$ cat src/rtl/ps2_kbd_rx_fifo.sv
// ps2_kbd_rx_fifo: PS/2 keyboard receiver with E0/F0 prefix decoding,
// typematic-repeat flagging, held-key tracking and an event FIFO.
//
// Ports:
//   clk, rst            system clock, synchronous active-high reset
//   ps2_clk, ps2_data   raw asynchronous PS/2 lines
//   evt_code/ext/brk/rep head-of-FIFO event fields (hold when empty)
//   evt_valid           FIFO non-empty
//   evt_ready           consumer pop, honoured while evt_valid=1
//   count               number of non-repeat make events (wraps)
//   is_press            a key is currently held
//   frame_err           one-cycle pulse per discarded or timed-out frame
//   overflow            sticky, an event was dropped on a full FIFO
//   fifo_level          current FIFO occupancy
module ps2_kbd_rx_fifo #(
  parameter int unsigned FIFO_DEPTH  = 8,
  parameter int unsigned COUNT_W     = 8,
  parameter int unsigned TIMEOUT_CYC = 50000
) (
  input  logic                          clk,
  input  logic                          rst,
  input  logic                          ps2_clk,
  input  logic                          ps2_data,
  output logic [7:0]                    evt_code,
  output logic                          evt_ext,
  output logic                          evt_brk,
  output logic                          evt_rep,
  output logic                          evt_valid,
  input  logic                          evt_ready,
  output logic [COUNT_W-1:0]            count,
  output logic                          is_press,
  output logic                          frame_err,
  output logic                          overflow,
  output logic [$clog2(FIFO_DEPTH):0]   fifo_level
);

  localparam int unsigned PW = $clog2(FIFO_DEPTH);
  localparam int unsigned LW = PW + 1;
  localparam int unsigned TW = $clog2(TIMEOUT_CYC + 1);

  typedef struct packed {
    logic       rep;
    logic       ext;
    logic       brk;
    logic [7:0] code;
  } evt_t;

  typedef enum logic [1:0] {
    ST_IDLE,
    ST_EXT,
    ST_BRK,
    ST_EXT_BRK
  } state_t;

  // ---------------------------------------------------------------------
  // Input synchronizers; the third clock stage gives a falling-edge strobe
  // aligned with the second data stage.
  logic [2:0] pclk_q;
  logic [1:0] pdat_q;
  logic       fall_c;
  logic       din_c;

  always_ff @(posedge clk) begin
    if (rst) begin
      pclk_q <= '0;
      pdat_q <= '0;
    end else begin
      pclk_q <= {pclk_q[1:0], ps2_clk};
      pdat_q <= {pdat_q[0], ps2_data};
    end
  end

  assign fall_c = pclk_q[2] & ~pclk_q[1];
  assign din_c  = pdat_q[1];

  // ---------------------------------------------------------------------
  // Deframer: shift start/data/parity in from the top so that after ten
  // bits sreg holds {parity, data[7:0], start}; the stop bit is checked live.
  logic [3:0]    bitcnt_q, bitcnt_d;
  logic [9:0]    sreg_q, sreg_d;
  logic [TW-1:0] tcnt_q, tcnt_d;
  logic [7:0]    byte_q, byte_d;
  logic          byte_vld_q, byte_vld_d;
  logic          ferr_q, ferr_d;

  always_comb begin
    bitcnt_d   = bitcnt_q;
    sreg_d     = sreg_q;
    tcnt_d     = tcnt_q;
    byte_d     = byte_q;
    byte_vld_d = 1'b0;
    ferr_d     = 1'b0;
    if (fall_c) begin
      tcnt_d = '0;
      if (bitcnt_q == 4'd10) begin
        bitcnt_d = '0;
        if (!sreg_q[0] && din_c && (^sreg_q[9:1])) begin
          byte_d     = sreg_q[8:1];
          byte_vld_d = 1'b1;
        end else begin
          ferr_d = 1'b1;
        end
      end else begin
        sreg_d   = {din_c, sreg_q[9:1]};
        bitcnt_d = bitcnt_q + 4'd1;
      end
    end else if (bitcnt_q != 4'd0) begin
      // Abandon a partial frame after a long gap between edges.
      if (tcnt_q == TW'(TIMEOUT_CYC - 1)) begin
        bitcnt_d = '0;
        tcnt_d   = '0;
        ferr_d   = 1'b1;
      end else begin
        tcnt_d = tcnt_q + TW'(1);
      end
    end else begin
      tcnt_d = '0;
    end
  end

  always_ff @(posedge clk) begin
    if (rst) begin
      bitcnt_q   <= '0;
      sreg_q     <= '0;
      tcnt_q     <= '0;
      byte_q     <= '0;
      byte_vld_q <= 1'b0;
      ferr_q     <= 1'b0;
    end else begin
      bitcnt_q   <= bitcnt_d;
      sreg_q     <= sreg_d;
      tcnt_q     <= tcnt_d;
      byte_q     <= byte_d;
      byte_vld_q <= byte_vld_d;
      ferr_q     <= ferr_d;
    end
  end

  // ---------------------------------------------------------------------
  // Prefix decoder and held-key tracker, stepped once per good byte.
  state_t             state_q, state_d;
  logic               held_vld_q, held_vld_d;
  logic               held_ext_q, held_ext_d;
  logic [7:0]         held_code_q, held_code_d;
  logic [COUNT_W-1:0] count_q, count_d;
  logic               emit_c;
  logic               e_ext_c;
  logic               e_brk_c;
  logic               e_rep_c;
  logic               held_match_c;

  always_comb begin
    state_d = state_q;
    emit_c  = 1'b0;
    e_ext_c = 1'b0;
    e_brk_c = 1'b0;
    if (byte_vld_q) begin
      case (state_q)
        ST_IDLE: begin
          if (byte_q == 8'hE0)      state_d = ST_EXT;
          else if (byte_q == 8'hF0) state_d = ST_BRK;
          else                      emit_c  = 1'b1;
        end
        ST_EXT: begin
          if (byte_q == 8'hF0) begin
            state_d = ST_EXT_BRK;
          end else if (byte_q != 8'hE0) begin
            emit_c  = 1'b1;
            e_ext_c = 1'b1;
            state_d = ST_IDLE;
          end
        end
        ST_BRK: begin
          emit_c  = 1'b1;
          e_brk_c = 1'b1;
          state_d = ST_IDLE;
        end
        ST_EXT_BRK: begin
          emit_c  = 1'b1;
          e_ext_c = 1'b1;
          e_brk_c = 1'b1;
          state_d = ST_IDLE;
        end
        default: state_d = ST_IDLE;
      endcase
    end
  end

  assign held_match_c = held_vld_q && (held_ext_q == e_ext_c) && (held_code_q == byte_q);

  always_comb begin
    held_vld_d  = held_vld_q;
    held_ext_d  = held_ext_q;
    held_code_d = held_code_q;
    count_d     = count_q;
    e_rep_c     = 1'b0;
    if (emit_c) begin
      if (!e_brk_c) begin
        if (held_match_c) begin
          e_rep_c = 1'b1;
        end else begin
          held_vld_d  = 1'b1;
          held_ext_d  = e_ext_c;
          held_code_d = byte_q;
          count_d     = count_q + COUNT_W'(1);
        end
      end else if (held_match_c) begin
        held_vld_d = 1'b0;
      end
    end
  end

  always_ff @(posedge clk) begin
    if (rst) begin
      state_q     <= ST_IDLE;
      held_vld_q  <= 1'b0;
      held_ext_q  <= 1'b0;
      held_code_q <= '0;
      count_q     <= '0;
    end else begin
      state_q     <= state_d;
      held_vld_q  <= held_vld_d;
      held_ext_q  <= held_ext_d;
      held_code_q <= held_code_d;
      count_q     <= count_d;
    end
  end

  // ---------------------------------------------------------------------
  // Event FIFO with a registered head word.
  evt_t          mem_q [FIFO_DEPTH];
  evt_t          head_q, head_d;
  evt_t          push_word_c;
  logic [PW-1:0] wr_q, wr_d, rd_q, rd_d;
  logic [LW-1:0] level_q, level_d;
  logic          valid_q, valid_d;
  logic          ovf_q, ovf_d;
  logic          full_c, pop_c, push_ok_c;

  assign push_word_c = '{rep: e_rep_c, ext: e_ext_c, brk: e_brk_c, code: byte_q};
  assign full_c      = (level_q == LW'(FIFO_DEPTH));
  assign pop_c       = valid_q & evt_ready;
  // A full FIFO still accepts a push when the same cycle frees a slot.
  assign push_ok_c   = emit_c & (~full_c | pop_c);

  always_comb begin
    wr_d    = wr_q + PW'(push_ok_c);
    rd_d    = rd_q + PW'(pop_c);
    level_d = level_q + LW'(push_ok_c) - LW'(pop_c);
    valid_d = (level_d != '0);
    ovf_d   = ovf_q | (emit_c & full_c & ~pop_c);
    head_d  = head_q;
    if (level_d != '0) begin
      // The word landing at the new read pointer may be written this cycle.
      if (push_ok_c && (rd_d == wr_q)) head_d = push_word_c;
      else                             head_d = mem_q[rd_d];
    end
  end

  always_ff @(posedge clk) begin
    if (rst) begin
      for (int unsigned i = 0; i < FIFO_DEPTH; i++) mem_q[i] <= '0;
      head_q  <= '0;
      wr_q    <= '0;
      rd_q    <= '0;
      level_q <= '0;
      valid_q <= 1'b0;
      ovf_q   <= 1'b0;
    end else begin
      if (push_ok_c) mem_q[wr_q] <= push_word_c;
      head_q  <= head_d;
      wr_q    <= wr_d;
      rd_q    <= rd_d;
      level_q <= level_d;
      valid_q <= valid_d;
      ovf_q   <= ovf_d;
    end
  end

  assign evt_code   = head_q.code;
  assign evt_ext    = head_q.ext;
  assign evt_brk    = head_q.brk;
  assign evt_rep    = head_q.rep;
  assign evt_valid  = valid_q;
  assign count      = count_q;
  assign is_press   = held_vld_q;
  assign frame_err  = ferr_q;
  assign overflow   = ovf_q;
  assign fifo_level = level_q;

endmodule

$ cat config.mk
export PLATFORM = sky130hd
export DESIGN_NAME = ps2_kbd_rx_fifo
export DESIGN_NICKNAME = d
export VERILOG_FILES = /design/src/rtl/ps2_kbd_rx_fifo.sv
export SDC_FILE = /design/constraint.sdc
export NUM_CORES = 1
export LEC_CHECK = 0
export CAP_MARGIN = 20
export CORE_ASPECT_RATIO = 0.6
export CORE_MARGIN = 2
export CORE_UTILIZATION = 40
export DETAILED_ROUTE_END_ITERATION = 12
export HOLD_SLACK_MARGIN = 0.06
export PLACE_DENSITY = 0.64
export SLEW_MARGIN = 20
export SYNTH_ARGS = -nofsm -noshare
export SYNTH_HDL_FRONTEND = slang
export SYNTH_SLANG_ARGS = --single-unit
export TNS_END_PERCENT = 1
$ cat constraint.sdc
create_clock -name clk -period 3.3 [get_ports clk]
set_input_delay 0.495 -clock clk [delete_from_list [all_inputs] [get_ports clk]]
set_output_delay 0.495 -clock clk [all_outputs]
set_load 0.02 [all_outputs]
# ---- Yosys cells after proc, flatten, opt, wreduce, memory -nomap -nowiden
# Memories as Yosys holds them, arrays and structs flattened. A register that Yosys moved wholly into a read port is not among the register bits.
# Index checks and enable logic that the tools add are counted.
dict set report totals {
  n_memories 1
  reg_bits 77
  output_inout_bits 27
  ram_bits 88
  latchBits 0
  romBits 0
  input_bits 5
  word_cells 116
}
dict set report classes {
  multipliers 0
  order_cmp 0
  bitwise_logic 15
  mux 39
  div_mod_pow 0
  reduce_logical 21
  add_sub_neg 7
  shifts 0
  eq_ne 15
}
# memory words word_bits read_ports rd_clocked_by_memory_dff wr line_no
set memory_table {}
lappend memory_table {mem_q 8 11 1 1 8 231} ;# evt_t mem_q [FIFO_DEPTH];
# operator n
set ops {}
lappend ops {{1-bit 2-to-1 mux} 26}
lappend ops {{16-bit by 1-bit adder with 16-bit output (second input constant)} 1}
lappend ops {{16-bit == test (second input constant)} 1}
lappend ops {{8-bit == test (second input constant)} 2}
lappend ops {{4-bit 2-to-1 mux} 4}
lappend ops {{3-bit AND reduction} 4}
lappend ops {{11-bit 2-to-1 mux} 1}
lappend ops {{11-bit OR reduction} 1}
lappend ops {{9-bit XOR reduction} 1}
lappend ops {{8-bit by 1-bit adder with 8-bit output (second input constant)} 1}
lappend ops {{4-bit == test (second input constant)} 2}
lappend ops {{8-bit == test} 1}
lappend ops {{2-bit 2-to-1 mux} 4}
lappend ops {{8-bit != test (second input constant)} 1}
lappend ops {{1-bit NOT} 8}
lappend ops {{4-bit nonzero test} 2}
lappend ops {{3-bit by 1-bit adder with 3-bit output} 2}
lappend ops {{3-bit != test (second input constant)} 2}
lappend ops {{2-bit case mux with 3 select lines} 1}
lappend ops {{1-bit AND} 5}
lappend ops {{4-bit by 1-bit adder with 4-bit output} 1}
lappend ops {{4-bit by 1-bit adder with 4-bit output (second input constant)} 1}
lappend ops {{2-bit == test (second input constant)} 2}
lappend ops {{1-bit logical AND} 4}
lappend ops {{16 further kinds} 19}

# ---- Longest topological paths before layout
dict set report logic_depth {
  ltp_word 12
  mapped_depth 13
  depth_no_buf 12
}

# ---- Worst setup path after synthesis
# No wires, ideal clock.
dict set report synth_timing {
  path_type {register to register}
  from {register byte_q[1]}
  to {register evt_brk (netlist name)}
  arrival_time_ns 2.784
  path_stages_with_launch 14
  path_buffers 1
  period_less_slack_ns 2.911
  setup_slack_ns 0.389
  setup_time_ns 0.127
  t_required_ns 3.173
  cell_sequence {dfxtp_1 > or4b_4 > o21ai_1 > nand2_1 > inv_1 > a21o_1 > ha_1 > inv_1 > fa_1 > xor2_1 > nand3b_1 > o21bai_1 > clkbuf_1 > o2bb2ai_1}
}
dict set report synth_via {
  elab_chain_cells 9
  elab_cells_between_ends 13
  cone_classes {add/sub (2); eq/ne (3); mux (6); bitwise (1); reduce/logical (1)}
}
# item line_no
set synth_lines {}
lappend synth_lines {{start: declaration} 82} ;# logic [7:0] byte_q, byte_d;
lappend synth_lines {{start signal: assignment} 133} ;# byte_q <= byte_d;
lappend synth_lines {{8-bit != test / 8-bit == test (equally long branches)} {167, 161, 165}}
lappend synth_lines {{1-bit 2-to-1 mux, on equally long branches} {167, 161}}
lappend synth_lines {{1-bit 2-to-1 mux, on equally long branches} {165, 160}}
lappend synth_lines {{1-bit case mux with 3 select lines (*)} 158} ;# case (state_q)
lappend synth_lines {{1-bit 2-to-1 mux (*)} 157} ;# if (byte_vld_q) begin
lappend synth_lines {{1-bit AND (*)} 244} ;# assign push_ok_c = emit_c & (~full_c | pop_c);
lappend synth_lines {{4-bit by 1-bit adder with 4-bit output (*)} 249} ;# level_d = level_q + LW'(push_ok_c) - LW'(pop_c);
lappend synth_lines {{4-bit by 1-bit subtractor with 4-bit output (*)} 249}
lappend synth_lines {{4-bit nonzero test (*)} 253} ;# if (level_d != '0) begin
# Mark *: on every way between the ends. The rest lies on a longest branch, timed or not.
# A chain may end at the register's enable or synchronous reset.

# ---- Worst setup path in the final report
dict set report layout_timing {
  from {register byte_q[1]}
  to {register evt_code[0] (netlist name)}
}
dict set report layout_via {
  elab_chain_cells 9
  elab_cells_between_ends 13
  cone_classes {add/sub (2); eq/ne (3); mux (6); bitwise (1); reduce/logical (1)}
}
# item line_no
set layout_lines {}
lappend layout_lines {{8-bit != test / 8-bit == test (equally long branches)} {167, 161, 165}}
lappend layout_lines {{1-bit 2-to-1 mux, on equally long branches} {167, 161}}
lappend layout_lines {{1-bit 2-to-1 mux, on equally long branches} {165, 160}}
lappend layout_lines {{1-bit case mux with 3 select lines (*)} 158}
lappend layout_lines {{1-bit 2-to-1 mux (*)} 157}
lappend layout_lines {{1-bit AND (*)} 244}
lappend layout_lines {{4-bit by 1-bit adder with 4-bit output (*)} 249}
lappend layout_lines {{4-bit by 1-bit subtractor with 4-bit output (*)} 249}
lappend layout_lines {{4-bit nonzero test (*)} 253}
# Marks and branches as above.

==> summary.txt <==
number of global-route vias before repair = 5,168
Startpoint Class = register
Setup Buffers After CTS = 0
clock buffer depth = 2
top cell type's share of synthesized area = 0.3392
Cell variety after synth = 56
Main synth FF type = edfxtp_1
setup TNS = 0 ps
Adder-Cell Fraction of Synth Area = 0.02666
number of synthesized flops with an enable pin = 88
Yosys Warn Count = 0
peak supply drop = 410.2 µV
clk root buf = clkbuf_16
share of cells above drive strength 1 = 0.1622
crit path kind = register to register
Final Wtd Congestion = 0.8230
vias per cell = 5.148
Final Power = 5620 µW
Final Max Slew Viols = 0
DRT iter0 DRCs = 545
most common cell in the synthesized netlist = nor2_1
largest net degree at the start of global routing = 40
final worst-path cycle share = 0.9000
Clock Sink Count = 176
Post-Syn Area = 7790 µm²
Clock transition at path regs = 70 ps
average wire per standard cell = 18.29 µm
Inserted Diodes = 0
RSZ-0062 raised after global routing = false
CTS tree = yes
Post-Synth Simple-Gate Area = 0.1768
Post-Syn Nets = 702
GRT overflow = 0
total track usage = 0.1919
Post-Synthesis Cells = 681
fillcell total = 1,722
main combinational cell family by area after synthesis = simple AND/OR/NAND/NOR gates
fmax = 0.3367 GHz
vias = 5,210
Final Setup Violations = 0
XOR/XNOR share of the synthesized area = 0.05204
die area = 20,640 µm²
worst-margin pin slew = 694.9 ps
worst min path class = input port to register
syn avg cell area = 11.44 µm²
post-synthesis mux area share = 0.1145
# rows = 39
CTS Buf Count = 17
crit end category = register
critical path data required time = 3660 ps
dominant cell type by area after synthesis = edfxtp_1
Max-slew headroom = 0.5353
Routed Antenna Nets = 0
# hold bufs at CTS = 0
Arrival @ worst endpoint = 3330 ps
largest cells by area after synthesis = edfxtp_1, dfxtp_1, nor2_1
post-synthesis sequential area ratio = 0.5654
Final Hold Violating Endpoints = 0
CP max FO = 11
Yosys reg bits = 176
die width = 184.2 µm
starting density of the core = 0.4083
synth-to-layout area growth = 18.54%
Power per Cell Area = 608.6 nW/µm²
Residual DRC = 0
post-synthesis compound-gate area fraction = 0.03823
final wirelength = 18,510 µm
max-cap violations = 0
status = finished, final reports clean
Post-synth top cells = nor2_1, dfxtp_1, edfxtp_1
CTS resizes = 0
fin crit period = 2970 ps
ys async rst share = 0
worst skew pair latency = 440 ps
I/O Buffers = 31
first-pass GRT wire length = 29,310 µm
DPL Wire Length = 13,070 µm
chip height = 112.1 µm
TritonRoute pass-1 iters = 5
Core Footprint = 19,080 µm²
antenna violations before repair = 0
nets = 754
reported leakage power = 0.003287 µW
Ports = 32
H-tree depth = 4
skew final = 10.30 ps
## registers in the layout, indices dropped and copies added (netlist names), 8 cells and up
register,count
held_code_q,8
sreg_q,10
byte_q,8
count,8
evt_code,8
tcnt_q,16
mem_q,88
## power by group
part	internal, µW	switching, µW
combinational	485	537
sequential	2430	95.5
clock	1240	830
## cells by family after synthesis
| logic type | count (synthesis) |
|---|---|
| buffers and inverters | 50 |
| xor gates and xnor gates | 43 |
| and+or+nand+nor | 291 |
| AOI/OAI and AO/OA | 46 |
| adders and majority gates | 16 |
| muxes | 59 |
| DFF | 176 |
## per-layer routing
layer  vias up  part of all wire  GRT usage
met1      2533              0.49     0.2897
met4         0             0.014    0.06133
met2       182              0.42     0.2697
met5         -                 0          0
met3        19             0.076    0.04867
li1       2476                 -          -
## final cells by class
type	instances	area [µm²]	area share
Tap cell	266	332.8	0.03604
Clock inverter	6	66.31	0.007182
Inverter	13	48.80	0.005285
Timing Repair Buffer	70	635.6	0.06883
Clock buffer	26	554.3	0.06003
Sequential cell	176	4404	0.4770
Multi-Input combinational cell	455	3192	0.3457
## worst max-delay path: stages (launching register included)
cell       delay [ps]
dfxtp_1           310
or4b_4            570
o21ai_2           210
nand2_1           110
inv_1             110
a21o_1            100
ha_1              160
inv_1              60
fa_1              370
xor2_1            190
nand3b_1          140
nor3_1            160
buf_4             240
o2bb2ai_1         150
## metrics by stage
stage	worst slack, ps	instance area (µm²)	hold slack [ps]	util	std cells
after floorplan	388.6	7790	413.8	-	681
after global placement	263.8	8610	439.9	0.4512	980
after detailed placement	135.7	8610	454.5	0.4512	980
after CTS	250.6	9230	424.1	0.4838	1012
after global routing	64.82	9234	436.1	0.4840	1012
final	330.0	9234	446.6	0.4840	1012
## cell usage in the layout (no fill, tap or decap), types with 13 or more instances in the layout
cell	instances
a21oi_1	23
buf_4	36
clkbuf_16	20
clkdlybuf4s50_1	30
dfxtp_1	88
edfxtp_1	88
ha_1	15
inv_1	13
mux2i_1	25
mux4_2	22
nand2_1	43
nand2b_1	21
nand3_1	20
nor2_1	146
nor2b_1	15
xnor2_1	23
xor2_1	17
## final timing paths
| path | cells past startpoint | start | slack (ps) | end |
|---|---|---|---|---|
| worst max-delay path | 13 | byte_q[1] | 330 | evt_code[0] |
| worst min-delay path | 2 | rst | 450 | rd_q[0] |
| worst max register to register | 13 | byte_q[1] | 330 | evt_code[0] |
| worst min register to register | 1 | pclk_q[0] | 460 | pclk_q[1] |
No activity file was read; power rests on OpenSTA's default activity.
